### src/rtl/axis_pkg.sv
// Shared types and helpers for the AXI-Stream header strip datapath.
package axis_pkg;

  // Widest tkeep the mask helper supports; modules slice down to their own width.
  localparam int unsigned AXIS_KW_MAX = 64;

  typedef enum logic {
    HDR,
    PASS
  } strip_state_t;

  function automatic logic [AXIS_KW_MAX-1:0] keep_lo_mask(input int unsigned n);
    logic [AXIS_KW_MAX-1:0] m;
    for (int unsigned i = 0; i < AXIS_KW_MAX; i++) begin
      m[i] = (i < n);
    end
    return m;
  endfunction

endpackage

### src/rtl/axis_if.sv
// AXI-Stream bundle (tvalid/tready/tdata/tkeep/tlast) with master and slave views.
interface axis_if #(
  parameter int DW = 64,
  parameter int KW = ((DW - 1) >> 3) + 1
);
  logic          tvalid;
  logic          tready;
  logic [DW-1:0] tdata;
  logic [KW-1:0] tkeep;
  logic          tlast;

  modport master (output tvalid, tdata, tkeep, tlast, input tready);
  modport slave  (input tvalid, tdata, tkeep, tlast, output tready);
endinterface

### src/rtl/axis_reg_slice.sv
// Single output register stage for an AXI-Stream beat; full throughput, ready
// looks only at the register occupancy and the downstream ready.
module axis_reg_slice #(
  parameter int AXIS_DW = 64,
  parameter int AXIS_KW = ((AXIS_DW - 1) >> 3) + 1
) (
  input  logic               clk,
  input  logic               rst_n,
  input  logic               in_valid,
  input  logic [AXIS_DW-1:0] in_data,
  input  logic [AXIS_KW-1:0] in_keep,
  input  logic               in_last,
  output logic               in_ready,
  axis_if.master             m_axis
);

  logic               valid_q, valid_d;
  logic [AXIS_DW-1:0] data_q,  data_d;
  logic [AXIS_KW-1:0] keep_q,  keep_d;
  logic               last_q,  last_d;

  assign in_ready = !valid_q || m_axis.tready;

  // NOTE: every always_comb output gets a default first, so no path can infer a latch.
  always_comb begin
    valid_d = valid_q;
    data_d  = data_q;
    keep_d  = keep_q;
    last_d  = last_q;
    if (in_ready) begin
      valid_d = in_valid;
      if (in_valid) begin
        data_d = in_data;
        keep_d = in_keep;
        last_d = in_last;
      end
    end
  end

  // NOTE: the data/keep/last registers are reset as well, because their reset value is visible on the port.
  always_ff @(posedge clk or negedge rst_n) begin
    if (!rst_n) begin
      valid_q <= 1'b0;
      data_q  <= '0;
      keep_q  <= '0;
      last_q  <= 1'b0;
    end else begin
      valid_q <= valid_d;
      data_q  <= data_d;
      keep_q  <= keep_d;
      last_q  <= last_d;
    end
  end

  assign m_axis.tvalid = valid_q;
  assign m_axis.tdata  = data_q;
  assign m_axis.tkeep  = keep_q;
  assign m_axis.tlast  = last_q;

endmodule

### src/rtl/axis_hdr_strip.sv
// Strips a programmable number of leading bytes from each AXI-Stream packet.
// Optional runt reporting (runt_pulse/runt_cnt) is built when AXIS_HDR_STRIP_RUNT_EN is defined.
module axis_hdr_strip
  import axis_pkg::*;
#(
  parameter int AXIS_DW = 64,
  parameter int AXIS_KW = ((AXIS_DW - 1) >> 3) + 1,
  parameter int HLEN_W  = 16
) (
  input  logic              clk,
  input  logic              rst_n,
  input  logic [HLEN_W-1:0] hdr_len,
  axis_if.slave             s_axis,
  axis_if.master            m_axis
`ifdef AXIS_HDR_STRIP_RUNT_EN
  ,
  output logic              runt_pulse,
  output logic [15:0]       runt_cnt
`endif
);

  localparam logic [HLEN_W-1:0] KW_LEN = HLEN_W'(AXIS_KW);

  strip_state_t          state_q, state_d;
  logic                  first_q, first_d;
  logic [HLEN_W-1:0]     rem_q,   rem_d;

  logic                  in_ready;
  logic                  accept;
  logic                  hdr_beat;
  logic                  runt;
  logic                  fwd_valid;
  logic [HLEN_W-1:0]     eff_rem;
  logic [HLEN_W-1:0]     kept_cnt;
  logic [AXIS_KW_MAX-1:0] mask_full;
  logic [AXIS_KW-1:0]    strip_mask;
  logic [AXIS_KW-1:0]    out_keep;
  logic [AXIS_DW-1:0]    out_data;

  assign s_axis.tready = in_ready;
  assign accept        = s_axis.tvalid && in_ready;

  always_comb begin
    eff_rem = first_q ? hdr_len : ((state_q == PASS) ? '0 : rem_q);

    kept_cnt = '0;
    for (int i = 0; i < AXIS_KW; i++) begin
      kept_cnt = kept_cnt + HLEN_W'(s_axis.tkeep[i]);
    end

    // A tlast beat with nothing left after stripping means no earlier beat was forwarded either.
    hdr_beat  = (eff_rem >= KW_LEN);
    runt      = s_axis.tlast && (kept_cnt <= eff_rem);
    fwd_valid = s_axis.tvalid && !hdr_beat && !runt;

    mask_full  = keep_lo_mask(32'(eff_rem));
    strip_mask = mask_full[AXIS_KW-1:0];
    out_keep   = s_axis.tkeep & ~strip_mask;
    for (int b = 0; b < AXIS_KW; b++) begin
      out_data[8*b +: 8] = strip_mask[b] ? 8'h00 : s_axis.tdata[8*b +: 8];
    end
  end

  if (AXIS_KW < AXIS_KW_MAX) begin : g_mask_hi
    logic unused_mask_hi;
    assign unused_mask_hi = ^mask_full[AXIS_KW_MAX-1:AXIS_KW];
  end

  always_comb begin
    state_d = state_q;
    first_d = first_q;
    rem_d   = rem_q;
    if (accept) begin
      first_d = s_axis.tlast;
      if (s_axis.tlast) begin
        state_d = HDR;
        rem_d   = '0;
      end else if (hdr_beat) begin
        state_d = HDR;
        rem_d   = eff_rem - KW_LEN;
      end else begin
        state_d = PASS;
        rem_d   = '0;
      end
    end
  end

  // NOTE: sequential state uses non-blocking assignments so every flop samples pre-edge values.
  always_ff @(posedge clk or negedge rst_n) begin
    if (!rst_n) begin
      state_q <= HDR;
      first_q <= 1'b1;
      rem_q   <= '0;
    end else begin
      state_q <= state_d;
      first_q <= first_d;
      rem_q   <= rem_d;
    end
  end

  axis_reg_slice #(
    .AXIS_DW (AXIS_DW),
    .AXIS_KW (AXIS_KW)
  ) u_out_reg (
    .clk      (clk),
    .rst_n    (rst_n),
    .in_valid (fwd_valid),
    .in_data  (out_data),
    .in_keep  (out_keep),
    .in_last  (s_axis.tlast),
    .in_ready (in_ready),
    .m_axis   (m_axis)
  );

`ifdef AXIS_HDR_STRIP_RUNT_EN
  logic        runt_pulse_q, runt_pulse_d;
  logic [15:0] runt_cnt_q,   runt_cnt_d;

  always_comb begin
    runt_pulse_d = accept && runt;
    runt_cnt_d   = runt_cnt_q;
    if (runt_pulse_d && (runt_cnt_q != 16'hFFFF)) begin
      runt_cnt_d = runt_cnt_q + 16'd1;
    end
  end

  always_ff @(posedge clk or negedge rst_n) begin
    if (!rst_n) begin
      runt_pulse_q <= 1'b0;
      runt_cnt_q   <= '0;
    end else begin
      runt_pulse_q <= runt_pulse_d;
      runt_cnt_q   <= runt_cnt_d;
    end
  end

  assign runt_pulse = runt_pulse_q;
  assign runt_cnt   = runt_cnt_q;
`endif

endmodule

### src/flat_wrapper.sv
// flat-port wrapper written by rule: the top's interface ports become plain ports
module axis_hdr_strip_flat import axis_pkg::*;
#(
  parameter int AXIS_DW = 64,
  parameter int AXIS_KW = ((AXIS_DW - 1) >> 3) + 1,
  parameter int HLEN_W  = 16
)
  (clk, rst_n, hdr_len, s_axis_tvalid, s_axis_tdata, s_axis_tkeep, s_axis_tlast, s_axis_tready, m_axis_tvalid, m_axis_tdata, m_axis_tkeep, m_axis_tlast, m_axis_tready);
  axis_if #(.DW((64)), .KW((8))) s_axis_i ();
  axis_if #(.DW((64)), .KW((8))) m_axis_i ();
  input  logic clk;
  input  logic rst_n;
  input  logic [HLEN_W-1:0] hdr_len;
  input wire logic [$bits(s_axis_i.tvalid)-1:0] s_axis_tvalid;
  input wire logic [$bits(s_axis_i.tdata)-1:0] s_axis_tdata;
  input wire logic [$bits(s_axis_i.tkeep)-1:0] s_axis_tkeep;
  input wire logic [$bits(s_axis_i.tlast)-1:0] s_axis_tlast;
  output wire logic [$bits(s_axis_i.tready)-1:0] s_axis_tready;
  output wire logic [$bits(m_axis_i.tvalid)-1:0] m_axis_tvalid;
  output wire logic [$bits(m_axis_i.tdata)-1:0] m_axis_tdata;
  output wire logic [$bits(m_axis_i.tkeep)-1:0] m_axis_tkeep;
  output wire logic [$bits(m_axis_i.tlast)-1:0] m_axis_tlast;
  input wire logic [$bits(m_axis_i.tready)-1:0] m_axis_tready;
  assign s_axis_i.tvalid = s_axis_tvalid;
  assign s_axis_i.tdata = s_axis_tdata;
  assign s_axis_i.tkeep = s_axis_tkeep;
  assign s_axis_i.tlast = s_axis_tlast;
  assign s_axis_tready = s_axis_i.tready;
  assign m_axis_tvalid = m_axis_i.tvalid;
  assign m_axis_tdata = m_axis_i.tdata;
  assign m_axis_tkeep = m_axis_i.tkeep;
  assign m_axis_tlast = m_axis_i.tlast;
  assign m_axis_i.tready = m_axis_tready;
  axis_hdr_strip #(.AXIS_DW(AXIS_DW), .AXIS_KW(AXIS_KW), .HLEN_W(HLEN_W)) u_core (.clk(clk), .rst_n(rst_n), .hdr_len(hdr_len), .s_axis(s_axis_i), .m_axis(m_axis_i));
endmodule
### config.mk
export PLATFORM = sky130hd
export DESIGN_NAME = axis_hdr_strip_flat
export DESIGN_NICKNAME = d
export VERILOG_FILES = /design/src/rtl/axis_pkg.sv /design/src/rtl/axis_if.sv /design/src/rtl/axis_reg_slice.sv /design/src/rtl/axis_hdr_strip.sv /design/src/flat_wrapper.sv
export SDC_FILE = /design/constraint.sdc
export NUM_CORES = 1
export LEC_CHECK = 0
export CORE_ASPECT_RATIO = 0.5
export CORE_MARGIN = 4
export CORE_UTILIZATION = 40
export CTS_BUF_LIST = sky130_fd_sc_hd__clkbuf_8
export DETAILED_ROUTE_END_ITERATION = 10
export GPL_TIMING_DRIVEN = 1
export PLACE_DENSITY_LB_ADDON = 0.2
export SYNTH_ARGS = -nofsm -noshare
export SYNTH_HDL_FRONTEND = slang
export SYNTH_HIERARCHICAL = 1
export SYNTH_SLANG_ARGS = --single-unit
### constraint.sdc
create_clock -name clk -period 3.9 [get_ports clk]
set_clock_uncertainty 0.15 [all_clocks]
set_input_delay 0.39 -clock clk [delete_from_list [all_inputs] [get_ports clk]]
set_output_delay 0.39 -clock clk [all_outputs]
set_load 0.02 [all_outputs]
==> impl_metrics.tcl <==
set metrics [dict create \
    outcome "finished with violations" \
    violations "negative setup slack" \
    syn_avg_cell_area_um2 12.47 \
    fmax_mhz 219.6 \
    wirelength_um 14040 \
    hpwl_um 9844 \
    grt_use_met1 0.2494 \
    synth_common_cells "dfrtp_1, mux2_4, and2_1, inv_1, nand2_1" \
    synth_area_leaders "dfrtp_1, mux2_4, and2_1" \
    synthAdderAreaFrac 0.03697 \
    cp_max_fo 6 \
    max_cap_viol_count 0 \
    synth_xor_area_frac 0.01176 \
    ys_warn_count 6 \
    fill_cells 1045 \
    drc 0 \
    cts.path.max_buffers 2 \
    gp_congestion 0.7735 \
    synth_cell_types 55 \
    period_share 1.168 \
    worst_ep_required_time_ps 4010 \
    grt_pass1_wl_um 21530 \
    p_total_w 0.002199 \
    power_density_nw_per_um2 288.3 \
    rows 29 \
    firstDrtPassIters 6 \
    io_pins 168 \
    grt_max_degree 41 \
    yosys.area.top_type "dfrtp_1" \
    leakagePower_nw 3.647 \
    async_flop_share 1.000 \
    cp.arrival_ps 4660 \
    hold_path_class "primary input to flop" \
    startpoint_type "primary input" \
    ir_drop_v 0.0001715 \
    viasPerCell 5.042 \
    synth_compound_area_frac 0.09196 \
    ys.flop_type "dfrtp_1" \
    synthToLayoutAreaGrowth_pct 46.39 \
    initial_utilization 0.4103 \
    cts_buffers 9 \
    finalWorstSetupSlack_ps -653.4 \
    relSlewSlack 0.5296 \
    grt_usage 0.1840 \
    dieWidth_um 169.4 \
    rsz0062_at_grt "yes" \
    wl_per_cell_um 17.90 \
    fin_setup_tns_ps -46760 \
    syn_inst 418 \
    drive_gt1_frac 0.2638 \
    insertion_delay_ps 360 \
    maxSlewViolCount 0 \
    grt_pass1_vias 4036 \
    final_nets 715 \
    tightest_slew_ps 703.8 \
    gr-usage-met2 0.3083 \
    final_util 0.6007 \
    synth_edf_count 0 \
    synth_nets 524 \
    antenna_left 0 \
    synthesis.area_um2 5211 \
    cts.clk_slew.worst_paths_ps 100 \
    die_y_um 88.71 \
    top_usage_layer "met2" \
    synth_seq_cells 92 \
    hold_violations 0 \
    die_area_um2 15030 \
    yosys.area_share.simple 0.1601 \
    fin_cells 784 \
    critical_path.endpoint_type "flop" \
    grt_antenna_before_repair 0 \
    cts_tree "built" \
    dr.first_iter.drc_count 265 \
    synth_top_area_share 0.4370 \
    ys_seq_area_frac 0.4420 \
    antenna_cells 0 \
    htree_levels 3 \
    synth.area.mux_share 0.2103 \
    core_um2 12700 \
    finalCriticalPeriod_ps 4553 \
    cts_sinks 92 \
    io_buffers 167 \
    setup_viol 74 \
    vias 3953 \
    dp_cells 753 \
    use_met3 0.03793 \
    clockRootBuffer "clkbuf_8" \
    grt_overflow 0 \
    synth_top_family_by_area "multiplexers" \
    path_class "primary input to flop" \
    synth.most_common_cell "dfrtp_1" \
]
-- worst max-delay path: stages --
cell and delay [ps]:
buf_8 80, inv_4 30, fa_1 540, fa_1 440, fa_1 440, inv_1 70, ha_2 180, inv_2 40
fa_1 500, inv_2 50, ha_4 260, nor2b_4 120, o21a_1 120, o21a_1 120, o2111ai_2 130, a2111oi_4 410
nand2_4 140, buf_6 160, clkbuf_16 160, mux2_4 290
-- final timing paths --
path | end | cells after the start | start | slack (ps)
max | u_core/u_out_reg/m_axis.tdata[54]$_DFFE_PN0P_ | 20 | s_axis_tkeep[1] | -650
min | u_core/u_out_reg/m_axis.tkeep[1]$_DFFE_PN0P_ | 3 | s_axis_tkeep[1] | 240
max reg2reg | u_core/u_out_reg/m_axis.tdata[54]$_DFFE_PN0P_ | 13 | u_core/first_q$_DFFE_PN1P_ | 370
min reg2reg | u_core/rem_q[7]$_DFFE_PN0P_ | 2 | u_core/rem_q[7]$_DFFE_PN0P_ | 330
max in group asynchronous | u_core/u_out_reg/m_axis.tdata[12]$_DFFE_PN0P_ | 3 | rst_n | 2340
min in group asynchronous | u_core/u_out_reg/m_axis.tdata[34]$_DFFE_PN0P_ | 2 | rst_n | 380
-- per-stage QoR --
stage,instance area (µm²),setup slack [ps],hold slack (ps)
2_1_floorplan,5250,-660.7,-55.59
3_3_place_gp,7127,-1423,251.2
3_5_place_dp,7127,-1491,252.2
4_1_cts,7587,-868.9,217.7
5_1_grt,7629,-794.5,240.1
6_report,7629,-653.4,243.3
-- logic make-up after synthesis --
group / after synthesis
compound gates: 57
mux: 74
flops: 92
xor+xnor: 7
simple gates: 134
fa+ha+maj: 13
buf+inv: 41
-- routing by layer --
metal | wire [µm] | vias to the layer above | share of wire
met2 | 6730 | 111 | 0.48
met4 | 136 | 0 | 0.0097
met1 | 6438 | 1960 | 0.46
li1 | - | 1870 | -
met5 | 0 | - | 0
met3 | 732 | 12 | 0.052
-- report_power, final --
group | total [W] | internal (W) | leakage [nW] | switching, W
clock network | 0.000624 | 0.000248 | 0.0984 | 0.000376
registers | 0.00101 | 0.000986 | 1.27 | 0.0000273
logic | 0.000561 | 0.000276 | 2.28 | 0.000285
-- what timing repair did --
item	CTS	global route
resized for setup	33	3
gates cloned	6	1
hold endpoints to repair	38	0
hold buffers	1	0
pin swaps	10	8
endpoints found under the setup margin	74	74
buffers inserted	5	2
-- layout by cell type, fill, tap and decap left out, types with 4 or more instances in the layout --
master	instances
mux2_4	70
fa_1	4
and2_1	34
inv_1	15
nor3_1	5
a22o_1	6
nand2_1	20
clkbuf_8	9
o21ai_0	6
nor3b_1	17
dfrtp_1	91
a22oi_1	9
buf_4	21
xor2_1	4
mux2_2	4
nor2_1	13
o31ai_1	4
ha_1	7
clkdlybuf4s50_1	163
and3_1	19
o21ai_2	11
buf_16	7
-- sequential cells by signal (all words and copies together), names as in the netlist --
name and flops:
u_core/first_q 1, u_core/u_out_reg/m_axis.tkeep 8, u_core/state_q 1, u_core/u_out_reg/m_axis.tdata 64, u_core/rem_q 16, u_core/u_out_reg/m_axis.tvalid 1
u_core/u_out_reg/m_axis.tlast 1
-- area by class of cell --
class	instances	area, µm²	area share
clock buffer	9	123.9	0.01624
clock inverter	7	62.56	0.008201
inverter	20	85.08	0.01115
multi-input combinational	285	2711	0.3554
sequential	92	2303	0.3020
tap	170	212.7	0.02788
timing repair buffer	201	2130	0.2792
Note: power is estimated with default switching activity, not from simulation.
